File: config.mk
export PLATFORM = sky130hd
export DESIGN_NAME = sram_read_arbiter
export DESIGN_NICKNAME = d
export VERILOG_FILES = /design/src/rtl/sram_read_arbiter.sv
export SDC_FILE = /design/constraint.sdc
export NUM_CORES = 1
export LEC_CHECK = 0
export CAP_MARGIN = 20
export CORE_AREA = 2 2 98 100
export DETAILED_ROUTE_END_ITERATION = 7
export DIE_AREA = 0 0 100 102
export PLACE_DENSITY = 0.95
export SETUP_SLACK_MARGIN = 0.02
export SLEW_MARGIN = 10
export SYNTH_ARGS = -nofsm -noshare
export SYNTH_HDL_FRONTEND = slang
export SYNTH_SLANG_ARGS = --single-unit
File: constraint.sdc
create_clock -name i_clk -period 5.7 [get_ports i_clk]
set_clock_uncertainty 0.1 [all_clocks]
set_input_delay 1.14 -clock i_clk [delete_from_list [all_inputs] [get_ports i_clk]]
set_output_delay 1.14 -clock i_clk [all_outputs]
set_load 0.01 [all_outputs]
File: src/rtl/sram_read_arbiter.sv
// sram_read_arbiter: shares one SRAM read port between a VGA single-word
// reader (absolute priority) and two sprite burst readers (round-robin).
//
// Ports:
//   i_clk, i_rst_n              clock, asynchronous active-low reset
//   i_vga_req, i_vga_addr       VGA single-word read request and address
//   o_vga_gnt                   VGA granted this cycle (combinational, = i_vga_req)
//   o_vga_rvalid                o_rdata holds VGA data
//   i_spr_req[1:0]              sprite burst requests (bit0 nemo, bit1 kelly)
//   i_spr0/1_addr, i_spr0/1_len burst base address and length (0 means 256)
//   o_spr_gnt[1:0]              one-cycle pulse in the first cycle of an accepted burst
//   o_spr_rvalid[1:0]           o_rdata holds a sprite burst word
//   o_spr_done[1:0]             pulses together with the rvalid of the last burst word
//   o_rdata                     registered read data (shared)
//   o_address                   registered SRAM address
//   i_SRAMDATA                  SRAM read data, valid in the cycle after o_address
//   o_busy                      high while a sprite burst is active
module sram_read_arbiter #(
    parameter int unsigned ADDR_W = 20,
    parameter int unsigned DATA_W = 16
) (
    input  logic              i_clk,
    input  logic              i_rst_n,
    input  logic              i_vga_req,
    input  logic [ADDR_W-1:0] i_vga_addr,
    output logic              o_vga_gnt,
    output logic              o_vga_rvalid,
    input  logic [1:0]        i_spr_req,
    input  logic [ADDR_W-1:0] i_spr0_addr,
    input  logic [ADDR_W-1:0] i_spr1_addr,
    input  logic [7:0]        i_spr0_len,
    input  logic [7:0]        i_spr1_len,
    output logic [1:0]        o_spr_gnt,
    output logic [1:0]        o_spr_rvalid,
    output logic [1:0]        o_spr_done,
    output logic [DATA_W-1:0] o_rdata,
    output logic [ADDR_W-1:0] o_address,
    input  logic [DATA_W-1:0] i_SRAMDATA,
    output logic              o_busy
);

    localparam int unsigned LEN_W = 8;

    typedef enum logic [1:0] {ST_IDLE, ST_BURST0, ST_BURST1} state_e;
    typedef enum logic [1:0] {TAG_NONE, TAG_VGA, TAG_SPR0, TAG_SPR1} tag_e;

    state_e             state_q, state_d;
    logic               rr_q, rr_d;
    logic [ADDR_W-1:0]  base_q, base_d;
    logic [LEN_W-1:0]   len_q, len_d;
    logic [LEN_W-1:0]   off_q, off_d;
    logic [ADDR_W-1:0]  addr_q, addr_d;
    tag_e               tag_q, tag_d;
    logic               last_q, last_d;
    logic [1:0]         gnt_q, gnt_d;
    logic [DATA_W-1:0]  rdata_q, rdata_d;
    logic               vga_rv_q, vga_rv_d;
    logic [1:0]         spr_rv_q, spr_rv_d;
    logic [1:0]         done_q, done_d;
    logic               pick;

    // Issue slot ownership, burst sequencing and read-return pipeline.
    always_comb begin
        state_d  = state_q;
        rr_d     = rr_q;
        base_d   = base_q;
        len_d    = len_q;
        off_d    = off_q;
        addr_d   = addr_q;
        tag_d    = TAG_NONE;
        last_d   = 1'b0;
        gnt_d    = 2'b00;
        pick     = 1'b0;

        if (i_vga_req) begin
            addr_d = i_vga_addr;
            tag_d  = TAG_VGA;
        end

        case (state_q)
            ST_IDLE: begin
                if (i_spr_req != 2'b00) begin
                    // Single request wins outright; a tie goes to the pointer.
                    pick   = (i_spr_req == 2'b11) ? rr_q : i_spr_req[1];
                    base_d = pick ? i_spr1_addr : i_spr0_addr;
                    len_d  = pick ? i_spr1_len : i_spr0_len;
                    off_d  = '0;
                    gnt_d  = pick ? 2'b10 : 2'b01;
                    state_d = pick ? ST_BURST1 : ST_BURST0;
                end
            end
            ST_BURST0, ST_BURST1: begin
                if (!i_vga_req) begin
                    addr_d = base_q + ADDR_W'(off_q);
                    tag_d  = (state_q == ST_BURST1) ? TAG_SPR1 : TAG_SPR0;
                    // len 0 wraps to 255 here, giving a 256-word burst.
                    if (off_q == len_q - LEN_W'(1)) begin
                        last_d  = 1'b1;
                        off_d   = '0;
                        rr_d    = (state_q == ST_BURST0);
                        state_d = ST_IDLE;
                    end else begin
                        off_d = off_q + LEN_W'(1);
                    end
                end
            end
            default: state_d = ST_IDLE;
        endcase

        rdata_d  = (tag_q != TAG_NONE) ? i_SRAMDATA : rdata_q;
        vga_rv_d = (tag_q == TAG_VGA);
        spr_rv_d = {tag_q == TAG_SPR1, tag_q == TAG_SPR0};
        done_d   = spr_rv_d & {2{last_q}};
    end

    // State and output registers.
    always_ff @(posedge i_clk or negedge i_rst_n) begin
        if (!i_rst_n) begin
            state_q  <= ST_IDLE;
            rr_q     <= 1'b0;
            base_q   <= '0;
            len_q    <= '0;
            off_q    <= '0;
            addr_q   <= '0;
            tag_q    <= TAG_NONE;
            last_q   <= 1'b0;
            gnt_q    <= 2'b00;
            rdata_q  <= '0;
            vga_rv_q <= 1'b0;
            spr_rv_q <= 2'b00;
            done_q   <= 2'b00;
        end else begin
            state_q  <= state_d;
            rr_q     <= rr_d;
            base_q   <= base_d;
            len_q    <= len_d;
            off_q    <= off_d;
            addr_q   <= addr_d;
            tag_q    <= tag_d;
            last_q   <= last_d;
            gnt_q    <= gnt_d;
            rdata_q  <= rdata_d;
            vga_rv_q <= vga_rv_d;
            spr_rv_q <= spr_rv_d;
            done_q   <= done_d;
        end
    end

    assign o_vga_gnt    = i_vga_req;
    assign o_vga_rvalid = vga_rv_q;
    assign o_spr_gnt    = gnt_q;
    assign o_spr_rvalid = spr_rv_q;
    assign o_spr_done   = done_q;
    assign o_rdata      = rdata_q;
    assign o_address    = addr_q;
    assign o_busy       = (state_q != ST_IDLE);

endmodule

Word-level counts from Yosys, hierarchy flattened. Cells that the tools add are included. W data, S select, Z words.

Bitwise gates (word level): 2. Eq/ne operators: 10. Muxes and demuxes: 24. Add/sub/neg operators: 3. Reduce and logical (&&, ||, !) cells: 10.

Operators with widths (count): $mux W20 (4); $mux W8 (4); $add A20 B8 Y20 (1); $mux W2 (8); $pmux W8 S2 (1); $reduce_and A3 Y1 (3); $add A8 B1 Y8 const B (1); $eq A2 B2 Y1 const B (4); $eq A8 B8 Y1 (1); $reduce_bool A2 Y1 (4); $sub A8 B1 Y8 const B (1); $mux W1 (6); $ne A2 B2 Y1 const B (3); $eq A2 B1 Y1 const B (2); $pmux W2 S2 (1); $and A2 B2 Y2 (1); $logic_not A2 Y1 (1); $reduce_and A2 Y1 (1); $reduce_or A2 Y1 (1); $not A1 Y1 (1).

Output and inout bits: 45. Register bits after elaboration: 85.

Longest topological paths before layout. Gate-level depths: netlist of run 1.

Word-level depth: 5. Depth in mapped cells: 10.

Least setup slack after synthesis of run 1. OpenSTA, ideal clock, no wires.

Kind: input port to flip-flop. From: input i_vga_req. To: register off_q[3]. Slack: 3.079 ns. Stages: 8. Arrival: 2.400 ns. Path through: clkbuf_1 > clkinv_1 > nand2_1 > a21o_1 > clkbuf_1 > nor3_1 > a21oi_1 > o21ai_1.

Cells in the longest elaborated chain, start to end: 2.

Ends and longest elaborated chain: from (decl) (RTL line 24) `input logic i_vga_req,`; $ne A2 B2 Y1 (no line); $reduce_and A3 Y1 (no line); to (signal assigned) (RTL line 123) `off_q <= '0;`; to (signal assigned) (RTL line 137) `off_q <= off_d;`; to (decl) (RTL line 51) `logic [LEN_W-1:0] off_q, off_d;`.

Every way passes these cells. A chain may end at the register's enable or synchronous reset.

Final worst setup path of run 1.
From: input i_vga_req. To: output o_vga_gnt.

RTL lines: to (decl) (RTL line 26) `output logic o_vga_gnt,`.

No word-level cell between the ends.

==> flow_summary.ini, run 1 <==
[cts]
cts_tree = yes
hold_buffers = 0
clock_latency_ns = 0.35
clock-sinks = 85
cts_resized = 0
cts_buffers = 9
clockBufferDepth = 2
cts_root_buffer = clkbuf_8
cts_setup_buffers = 0
htreeDepth = 3
clk_pin_slew_ns = 0.08

[grt]
grt_pass1_vias = 3729
grt_start_max_net_pins = 86
track_usage_pct = 22.2
grt_first_pass_wirelength_um = 17800
grt_overflow_total = 0
antenna_found_initial = 0

[placement]
port_buffers = 141
dp_hpwl_um = 8120
finalWeightedCongestion = 0.790

[synth]
ys.warnings.count = 0
synth.avg_cell_area_um2 = 10.1
seq_area_frac_synth_pct = 47.7
async_reset_ff_share_pct = 100
synthDistinctLibCells = 51
syn_inst = 441
ys_dominant_reg_cell = dfrtp_1
syn-cell-area_um2 = 4460
synth_edf_count = 0
syn_nets = 552
synth.ff_latch_count = 85

[floorplanning]
io_pins = 142
die-area_um2 = 10200
coreArea_um2 = 9110
rows = 35
fp.dieW_um = 100
dieHeight_um = 102
initial_core_util_pct = 49.0

[route]
via_per_inst = 5.52
drt_iter0_drc = 188
wl_per_cell_um = 16.2
drc = 0
drt_first_pass_iters = 5
routed_wl_um = 11200
vias = 3810
antenna_left = 0

[pwr]
vdd_drop_max_mv = 0.207
cellPowerDensity_nw_per_um2 = 469
seqPwrFrac_pct = 36.2
p_int_mw = 1.75
swShare_pct = 40.1
p_leak_nw = 2.75
power.share.clock_pct = 14.6
power_frac_comb_pct = 49.2
p_switching_mw = 1.17

[min_path]
hold_path.class = flop to flop

[timing]
max_freq_mhz = 265
maxSlewViolCount = 0
period_needed_ns = 3.78
post-route-period-util_pct = 66.3
rsz0062_at_grt = false
relSlewSlack_pct = 48.4
setup_violations = 0
tightest_slew_ns = 0.765
hold_violations = 0
final.setup.tns_ns = 0

[worst_setup_path]
end_kind = output port
worst-endpoint-required_ns = 4.46
cp-start-kind = input port
critical_path.max_fanout = 37
cp.arrival_ns = 2.54
ff2ff_setup_slack_ns = 2.84
critPathKind = input port to output port

[outcome]
status = completed

[cells_and_area]
syn_to_final_growth_pct = 39.3
post-route-util_pct = 68.3
layout.nets = 685
layout-drive-gt1-share_pct = 8.12
num_antenna_cells = 0

[job]
drv_cap = 0
## worst paths after layout
path	start	end	cells past startpoint
min in group asynchronous	i_rst_n	o_address[9]	1
max reg2reg	state_q[1]	off_q[6]	7
max	i_vga_req	o_vga_gnt	3
max in group asynchronous	i_rst_n	o_rdata[3]	2
min	base_q[7]	base_q[7]	2
min reg2reg	base_q[7]	base_q[7]	2
## cell usage in the layout, fill, tap and decap left out, types with 3 or more instances in the layout
cell and n:
clkdlybuf4s50_1 140, inv_1 12, and3_1 5, nand2_1 59
a21o_1 3, dfrtp_1 85, clkbuf_8 10, nor2b_1 5
xnor2_1 12, a21oi_1 13, nand2b_1 5, xor2_1 8
o21ai_1 7, or3_1 6, nand3_1 12, ha_1 13
o31ai_1 3, mux2_2 16, nor2_1 15, buf_4 4
mux2i_1 34, nand4_1 4, a211oi_1 3, nor3_1 5
a22oi_1 8, o311ai_1 3, o211ai_1 8, o21ai_0 44
## state kept, by name (all words and copies together) (netlist names)
name and count:
o_rdata 16, o_address 20, o_spr_done 2, tag_q 2
last_q 1, state_q 2, o_spr_rvalid 2, o_vga_rvalid 1
base_q 20, off_q 8, o_spr_gnt 2, len_q 8
rr_q 1
## Yosys cell counts (2+ instances only)
library cell	number	area share (%)
a211oi_1	3	0.50
a21o_1	3	0.50
a21oi_1	13	1.5
a22oi_1	8	1.3
a31oi_1	2	0.28
and2_1	2	0.28
and3_1	5	0.70
buf_1	5	0.42
clkbuf_1	18	1.5
dfrtp_1	85	48
ha_1	13	3.6
inv_1	12	1.0
mux2_2	16	4.0
mux2i_1	34	7.6
nand2_1	59	5.0
nand2b_1	5	0.70
nand3_1	12	1.3
nand4_1	4	0.56
nor2_1	15	1.3
nor2b_1	5	0.70
nor3_1	5	0.56
o211ai_1	8	1.3
o21a_1	2	0.34
o21ai_0	45	5.0
o21ai_1	8	0.90
o311ai_1	3	0.59
o31ai_1	3	0.50
or2_2	2	0.28
or3_1	6	0.84
xnor2_1	12	2.4
xor2_1	8	1.6
## critical path: stages
cell	delay (ns)
clkdlybuf4s50_1	0.45
buf_4	0.34
clkdlybuf4s50_1	0.61
## cell families after synthesis
| logic type | Yosys count | share of synthesized area, % |
|---|---|---|
| xor gates and xnor gates | 20 | 3.92 |
| buffers and inverters | 37 | 3.20 |
| and+or+nand+nor | 125 | 13.2 |
| DFF | 85 | 47.7 |
| adders and majority gates | 14 | 4.09 |
| AOI/OAI and AO/OA | 108 | 15.7 |
| muxes | 52 | 12.3 |
## cell type report
| cell class | count | area [um^2] |
|---|---|---|
| Inverter | 13 | 48.8 |
| Multi-Input combinational cell | 319 | 2220 |
| Clock inverter | 5 | 60.1 |
| Sequential cell | 85 | 2130 |
| Tap cell | 111 | 139 |
| Timing Repair Buffer | 146 | 1490 |
| Fill cell | 673 | 2890 |
| Clock buffer | 11 | 141 |
## routing by layer
layer  vias up  routed length (um)  GRT usage (%)
li1       1829                   -              -
met1      1803                4740           28.4
met2       157                5440           37.3
met3        21                 732           3.69
met4         0                 250           10.0
met5         -                   0              0
## per-stage QoR
step	cell area (um^2)	total power, mW	cells	hold WS [ns]	worst slack (ns)
2_1_floorplan	4460	1.90	441	0.343	3.08
5_1_grt	6220	3.12	690	0.427	1.85
6_report	6220	2.92	690	0.402	1.92
4_1_cts	6160	2.89	688	0.405	1.92
3_3_place_gp	5950	2.37	671	0.377	1.92
3_5_place_dp	5960	2.46	672	0.389	1.92
## power groups by stage
stage / clock, mW / combinational, mW / sequential (mW)
after floorplan: 0 / 0.856 / 1.04
after global placement: 0 / 1.33 / 1.04
after detailed placement: 0 / 1.40 / 1.06
after CTS: 0.432 / 1.41 / 1.05
after global routing: 0.459 / 1.57 / 1.09
final: 0.427 / 1.43 / 1.05
Power figures use the tool's default switching activity.
==> run 2, diff against run 1 <==
--- a/config.mk
+++ b/config.mk
@@ -6,10 +6,10 @@
 export NUM_CORES = 1
 export LEC_CHECK = 0
 export CAP_MARGIN = 20
-export CORE_AREA = 2 2 98 100
+export CORE_AREA = 2 2 101 103
 export DETAILED_ROUTE_END_ITERATION = 7
-export DIE_AREA = 0 0 100 102
-export PLACE_DENSITY = 0.95
+export DIE_AREA = 0 0 103 105
+export PLACE_DENSITY = 0.91
 export SETUP_SLACK_MARGIN = 0.02
 export SLEW_MARGIN = 10
 export SYNTH_ARGS = -nofsm -noshare
==> constraint.sdc (replaced) <==
create_clock -name i_clk -period 3.8 [get_ports i_clk]
set_clock_uncertainty 0.1 [all_clocks]
set_input_delay 0.76 -clock i_clk [delete_from_list [all_inputs] [get_ports i_clk]]
set_output_delay 0.76 -clock i_clk [all_outputs]
set_load 0.01 [all_outputs]
==> run 2 against run 1 <==
Global-route usage decreased by 0.44 points. Critical path depth decreased by 1. Final area decreased by 0.14%. Sequential power increased by 51%. Clock-buffer cell count increased by 1. Core utilization decreased by 3.8 points. Via count increased by 0.39%. Setup slack got worse by 1.1 ns. Cell count increased by 3.0%. Sequential share of layout area about the same. Combinational power increased by 48%. Total power increased by 46%. Critical path type unchanged. Largest cell class unchanged.
==> flow_summary.ini, run 2 (synthesis gave the netlist of run 1 again) <==
[grt]
antenna_found_initial = 0
grt_pass1_vias = 3809
grt_overflow_total = 0
grt_first_pass_wirelength_um = 18500
grt_start_max_net_pins = 86
track_usage_pct = 21.7

[route]
met1_length_um = 4600
wl_met2_um = 5670
via_per_inst = 5.38
vias = 3825
wl_per_cell_um = 15.8
routed_wl_um = 11200
drt_iter0_drc = 291
wl_met3_um = 679
antenna_left = 0
drt_first_pass_iters = 4
highest-signal-layer = met4
drc = 0

[cells_and_area]
syn_to_final_growth_pct = 39.1
layout-drive-gt1-share_pct = 7.96
layout.nets = 686
post-route-util_pct = 64.4
layout_common_cells = 140 x clkdlybuf4s50_1, 85 x dfrtp_1, 59 x nand2_1, 44 x o21ai_0, 34 x mux2i_1
final_common_cell = clkdlybuf4s50_1
num_antenna_cells = 0

[cts]
clockBufferDepth = 2
clock_latency_ns = 0.36
cts_root_buffer = clkbuf_8
hold_buffers = 0
cts_buffers = 9
htreeDepth = 3
cts_tree = yes
cts_setup_buffers = 0
clock-sinks = 85
clk_pin_slew_ns = 0.08
cts_resized = 0

[pwr]
seqPwrFrac_pct = 37.2
p_switching_mw = 1.72
power.share.clock_pct = 13.2
vdd_drop_max_mv = 0.260
p_int_mw = 2.54
power_frac_comb_pct = 49.6
total_power_mw = 4.26
swShare_pct = 40.4
p_leak_nw = 2.74
cellPowerDensity_nw_per_um2 = 687

[floorplanning]
fp.dieW_um = 103
io_pins = 142
dieHeight_um = 105
die-area_um2 = 10800
initial_core_util_pct = 46.3
rows = 36
coreArea_um2 = 9640

[worst_setup_path]
critical_path.max_fanout = 13
cpMostUsedCell = clkdlybuf4s50_1
cp-start-kind = input port
critical-path-max-stage-delay_ns = 0.76
worst-endpoint-required_ns = 2.94
cpMaxStageDelayCell = clkdlybuf4s50_1
end_kind = output port
critPathKind = input port to output port
cp.arrival_ns = 2.16
crit_buf_inv = 2
cp_top_family = buffers and inverters
crit_chain = clkdlybuf4s50_1, clkdlybuf4s50_1

[timing]
final.setup.tns_ns = 0
hold_violations = 0
setup_violations = 0
max_freq_mhz = 331
rsz0062_at_grt = false
maxSlewViolCount = 0
post-route-period-util_pct = 79.5
tightest_slew_ns = 0.702
period_needed_ns = 3.02
relSlewSlack_pct = 52.4

[placement]
dp_hpwl_um = 8530
finalWeightedCongestion = 0.791
port_buffers = 141

[job]
drv_cap = 0

[outcome]
status = completed

[min_path]
hold_path.class = input port to async pin
[run 2: final timing paths]
| check | from | endpoint | slack (ns) | cells after the start |
|---|---|---|---|---|
| setup / recovery | i_vga_req | o_vga_gnt | 0.78 | 2 |
| hold / removal | i_rst_n | o_address[12] | 0.19 | 1 |
| setup reg to reg | len_q[0] | state_q[1] | 1.08 | 8 |
| hold reg to reg | base_q[7] | base_q[7] | 0.40 | 2 |
| max in group asynchronous | i_rst_n | o_address[18] | 2.81 | 2 |
| min in group i_clk | base_q[7] | base_q[7] | 0.40 | 2 |
[run 2: power by group through the flow]
stage                     logic, mW  clock network (mW)  registers [mW]
after global placement         2.01                   0            1.57
final                          2.11               0.565            1.59
after detailed placement       2.12                   0            1.60
after CTS                      2.12               0.569            1.58
after floorplan                1.28                   0            1.57
after global routing           2.34               0.609            1.64
[run 2: metrics by stage]
step / hold WS [ns] / std cells / instance area, um^2 / setup WS, ns
floorplan: 0.343 / 441 / 4460 / 1.30
global route: 0.213 / 711 / 6210 / 0.729
global placement: 0.379 / 695 / 6010 / 0.727
finish: 0.194 / 711 / 6210 / 0.779
CTS: 0.413 / 710 / 6180 / 0.751
detailed placement: 0.393 / 696 / 6020 / 0.614
[run 2: layout make-up]
type | count | area (um^2)
multi-input combinational | 319 | 2220
fill | 790 | 3430
clock buffer | 12 | 155
clock inverter | 2 | 10.0
inverter | 13 | 48.8
tap | 133 | 166
sequential | 85 | 2130
timing repair buffer | 147 | 1490
[run 2: per-layer routing]
| layer | track usage (%) | vias up |
|---|---|---|
| met5 | 0 | - |
| met4 | 8.83 | 0 |
| met3 | 2.94 | 26 |
| met2 | 35.8 | 145 |
| met1 | 28.5 | 1827 |
| li1 | - | 1827 |
==> run 3, diff against run 2 <==
--- a/config.mk
+++ b/config.mk
@@ -6,10 +6,10 @@
 export NUM_CORES = 1
 export LEC_CHECK = 0
 export CAP_MARGIN = 20
-export CORE_AREA = 2 2 101 103
+export CORE_AREA = 2 2 107 109
 export DETAILED_ROUTE_END_ITERATION = 7
-export DIE_AREA = 0 0 103 105
-export PLACE_DENSITY = 0.91
+export DIE_AREA = 0 0 109 111
+export PLACE_DENSITY = 0.86
 export SETUP_SLACK_MARGIN = 0.02
 export SLEW_MARGIN = 10
 export SYNTH_ARGS = -nofsm -noshare
==> constraint.sdc (replaced) <==
create_clock -name i_clk -period 2.55 [get_ports i_clk]
set_clock_uncertainty 0.1 [all_clocks]
set_input_delay 0.51 -clock i_clk [delete_from_list [all_inputs] [get_ports i_clk]]
set_output_delay 0.51 -clock i_clk [all_outputs]
set_load 0.01 [all_outputs]
==> run 3 against run 2 <==
Wire length up 3.8%. Clock-buffer cell count shrank 2. Sequential share of layout area fell by 1.9 points. Die area rose by 12%. Clock power increased by 130%. Core utilization is 5.1 points lower. Via count is 1.8% higher. Setup slack lost 0.77 ns. Global-route usage shrank 2.5 points. Cell count up 4.5%. Combinational power up 74%. Critical path type is now flop to flop. Highest routed layer unchanged.
==> flow_summary.ini, run 3 (synthesis gave the netlist of run 1 again) <==
[grt]
grtUsageMet3_pct = 4.06
grt_use_met2_pct = 32.0
track_usage_pct = 19.3
use_met1_pct = 24.7
grt_overflow_total = 0
grt_start_max_net_pins = 48
grt_pass1_vias = 3855
grt.busiest_layer = met2
grt_first_pass_wirelength_um = 18300
antenna_found_initial = 0

[pwr]
power_frac_comb_pct = 50.6
p_int_mw = 4.46
p_switching_mw = 2.79
total_power_mw = 7.25
vdd_drop_max_mv = 0.493
p_leak_nw = 2.92
seqPwrFrac_pct = 31.6
swShare_pct = 38.5
power.share.clock_pct = 17.8
cellPowerDensity_nw_per_um2 = 1100

[worst_setup_path]
critical_path.max_fanout = 3
critical-path-max-stage-delay_ns = 0.40
critPathKind = flop to flop
crit_chain = buf_6, inv_1, ha_2, nor3b_4, nand2_2, xnor2_2, a2111oi_4, a31oi_1, or2_4, mux2_4
cpMaxStageDelayCell = dfrtp_1
cp-start-kind = flop
end_kind = flop
cp_top_family = simple AND/OR/NAND/NOR gates
cp.arrival_ns = 2.66
worst-endpoint-required_ns = 2.67
crit_buf_inv = 2

[cts]
hold_buffers = 0
clk_pin_slew_ns = 0.06
htreeDepth = 3
cts_buffers = 9
clockBufferDepth = 2
cts_root_buffer = clkbuf_16
cts_tree = yes
clock-sinks = 85
clock_latency_ns = 0.34

[timing]
max_freq_mhz = 394
hold-worst-slack_ns = 0.0712
tightest_slew_ns = 0.634
maxSlewViolCount = 0
relSlewSlack_pct = 57.6
period_needed_ns = 2.54
setup_violations = 0
hold_violations = 0
rsz0062_at_grt = true
post-route-period-util_pct = 99.6

[placement]
dp_hpwl_um = 8470
dp.cells = 723
port_buffers = 141
postPlaceCellArea_um2 = 6180
finalWeightedCongestion = 0.835

[floorplanning]
die-area_um2 = 12100
initial_core_util_pct = 40.3
rows = 39
io_pins = 142
fp.dieW_um = 109
coreArea_um2 = 11100
dieHeight_um = 111

[route]
antenna_left = 0
via_per_inst = 5.24
drt_first_pass_iters = 4
vias = 3892
routed_wl_um = 11700
drc = 0
drt_iter0_drc = 224
wl_per_cell_um = 15.7

[cells_and_area]
syn_to_final_growth_pct = 47.3
fin_area_um2 = 6570
num_antenna_cells = 0
layout-drive-gt1-share_pct = 13.0
layout.nets = 707
finalNonFillerCells = 743
layout_common_cells = 140 x clkdlybuf4s50_1, 85 x dfrtp_1, 58 x nand2_1, 40 x o21ai_0, 34 x mux2i_1
final_common_cell = clkdlybuf4s50_1

[job]
drv_cap = 0

[outcome]
status = completed

[min_path]
hold_path.class = input port to async pin
[run 3: cell types whose count changed in the layout (fill, tap and decap cells not counted), sizes merged]
cell,delta
buf,+21
clkbuf,-2
inv,+2
bufinv,+1
clkinv,-1
clkinvlp,+1
[run 3: worst reg2reg max path, stage by stage, from the launching register on]
cell and delay (ns):
dfrtp_1 0.40, buf_6 0.13, inv_1 0.08, ha_2 0.19, nor3b_4 0.22, nand2_2 0.09, xnor2_2 0.15, a2111oi_4 0.37
a31oi_1 0.15, or2_4 0.26, mux2_4 0.30
[run 3: final timing paths]
path	from	end	slack [ns]	cells after the start
setup reg to reg	len_q[0]	state_q[1]	0.01	10
min in group i_clk	base_q[4]	base_q[4]	0.40	2
setup / recovery	len_q[0]	state_q[1]	0.01	10
hold reg to reg	base_q[4]	base_q[4]	0.40	2
max in group asynchronous	i_rst_n	o_rdata[10]	1.62	2
hold / removal	i_rst_n	o_address[11]	0.07	1
[run 3: timing repair]
| action | CTS | global route |
|---|---|---|
| endpoints found under the setup margin | 2 | 17 |
| resized for setup | 3 | 15 |
| buffers inserted | 0 | 5 |
| pin swaps | 0 | 9 |
| endpoints found under the hold margin | 0 | 0 |
[run 3: power groups by stage]
| stage | clock network [mW] | logic (mW) | registers [mW] |
|---|---|---|---|
| 6_report | 1.29 | 3.67 | 2.29 |
| 2_1_floorplan | 0 | 1.91 | 2.33 |
| 5_1_grt | 1.37 | 4.00 | 2.36 |
| 3_5_place_dp | 0 | 3.42 | 2.30 |
| 3_3_place_gp | 0 | 3.29 | 2.27 |
| 4_1_cts | 1.31 | 3.48 | 2.28 |
[run 3: routing by layer]
metal | part of all wire, % | wire length (um)
met5 | 0 | 0
met4 | 2.1 | 248
met3 | 7.3 | 847
met2 | 48 | 5650
met1 | 42 | 4930
[run 3: cell type report]
| cell class | instances | area (um^2) |
|---|---|---|
| Sequential cell | 85 | 2130 |
| Multi-Input combinational cell | 319 | 2270 |
| Fill cell | 894 | 4500 |
| Clock buffer | 10 | 229 |
| Tap cell | 143 | 179 |
| Inverter | 13 | 48.8 |
| Clock inverter | 5 | 60.1 |
| Timing Repair Buffer | 168 | 1660 |
[run 3: stage by stage]
step / util, % / setup TNS, ns / setup slack (ns)
after floorplan: - / 0 / 0.0501
after global placement: 55.8 / 0 / 0.0393
after detailed placement: 55.8 / 0 / 0.00968
after CTS: 58.5 / 0 / 0.0371
after global routing: 59.3 / -0.269 / -0.0935
final: 59.3 / 0 / 0.0105
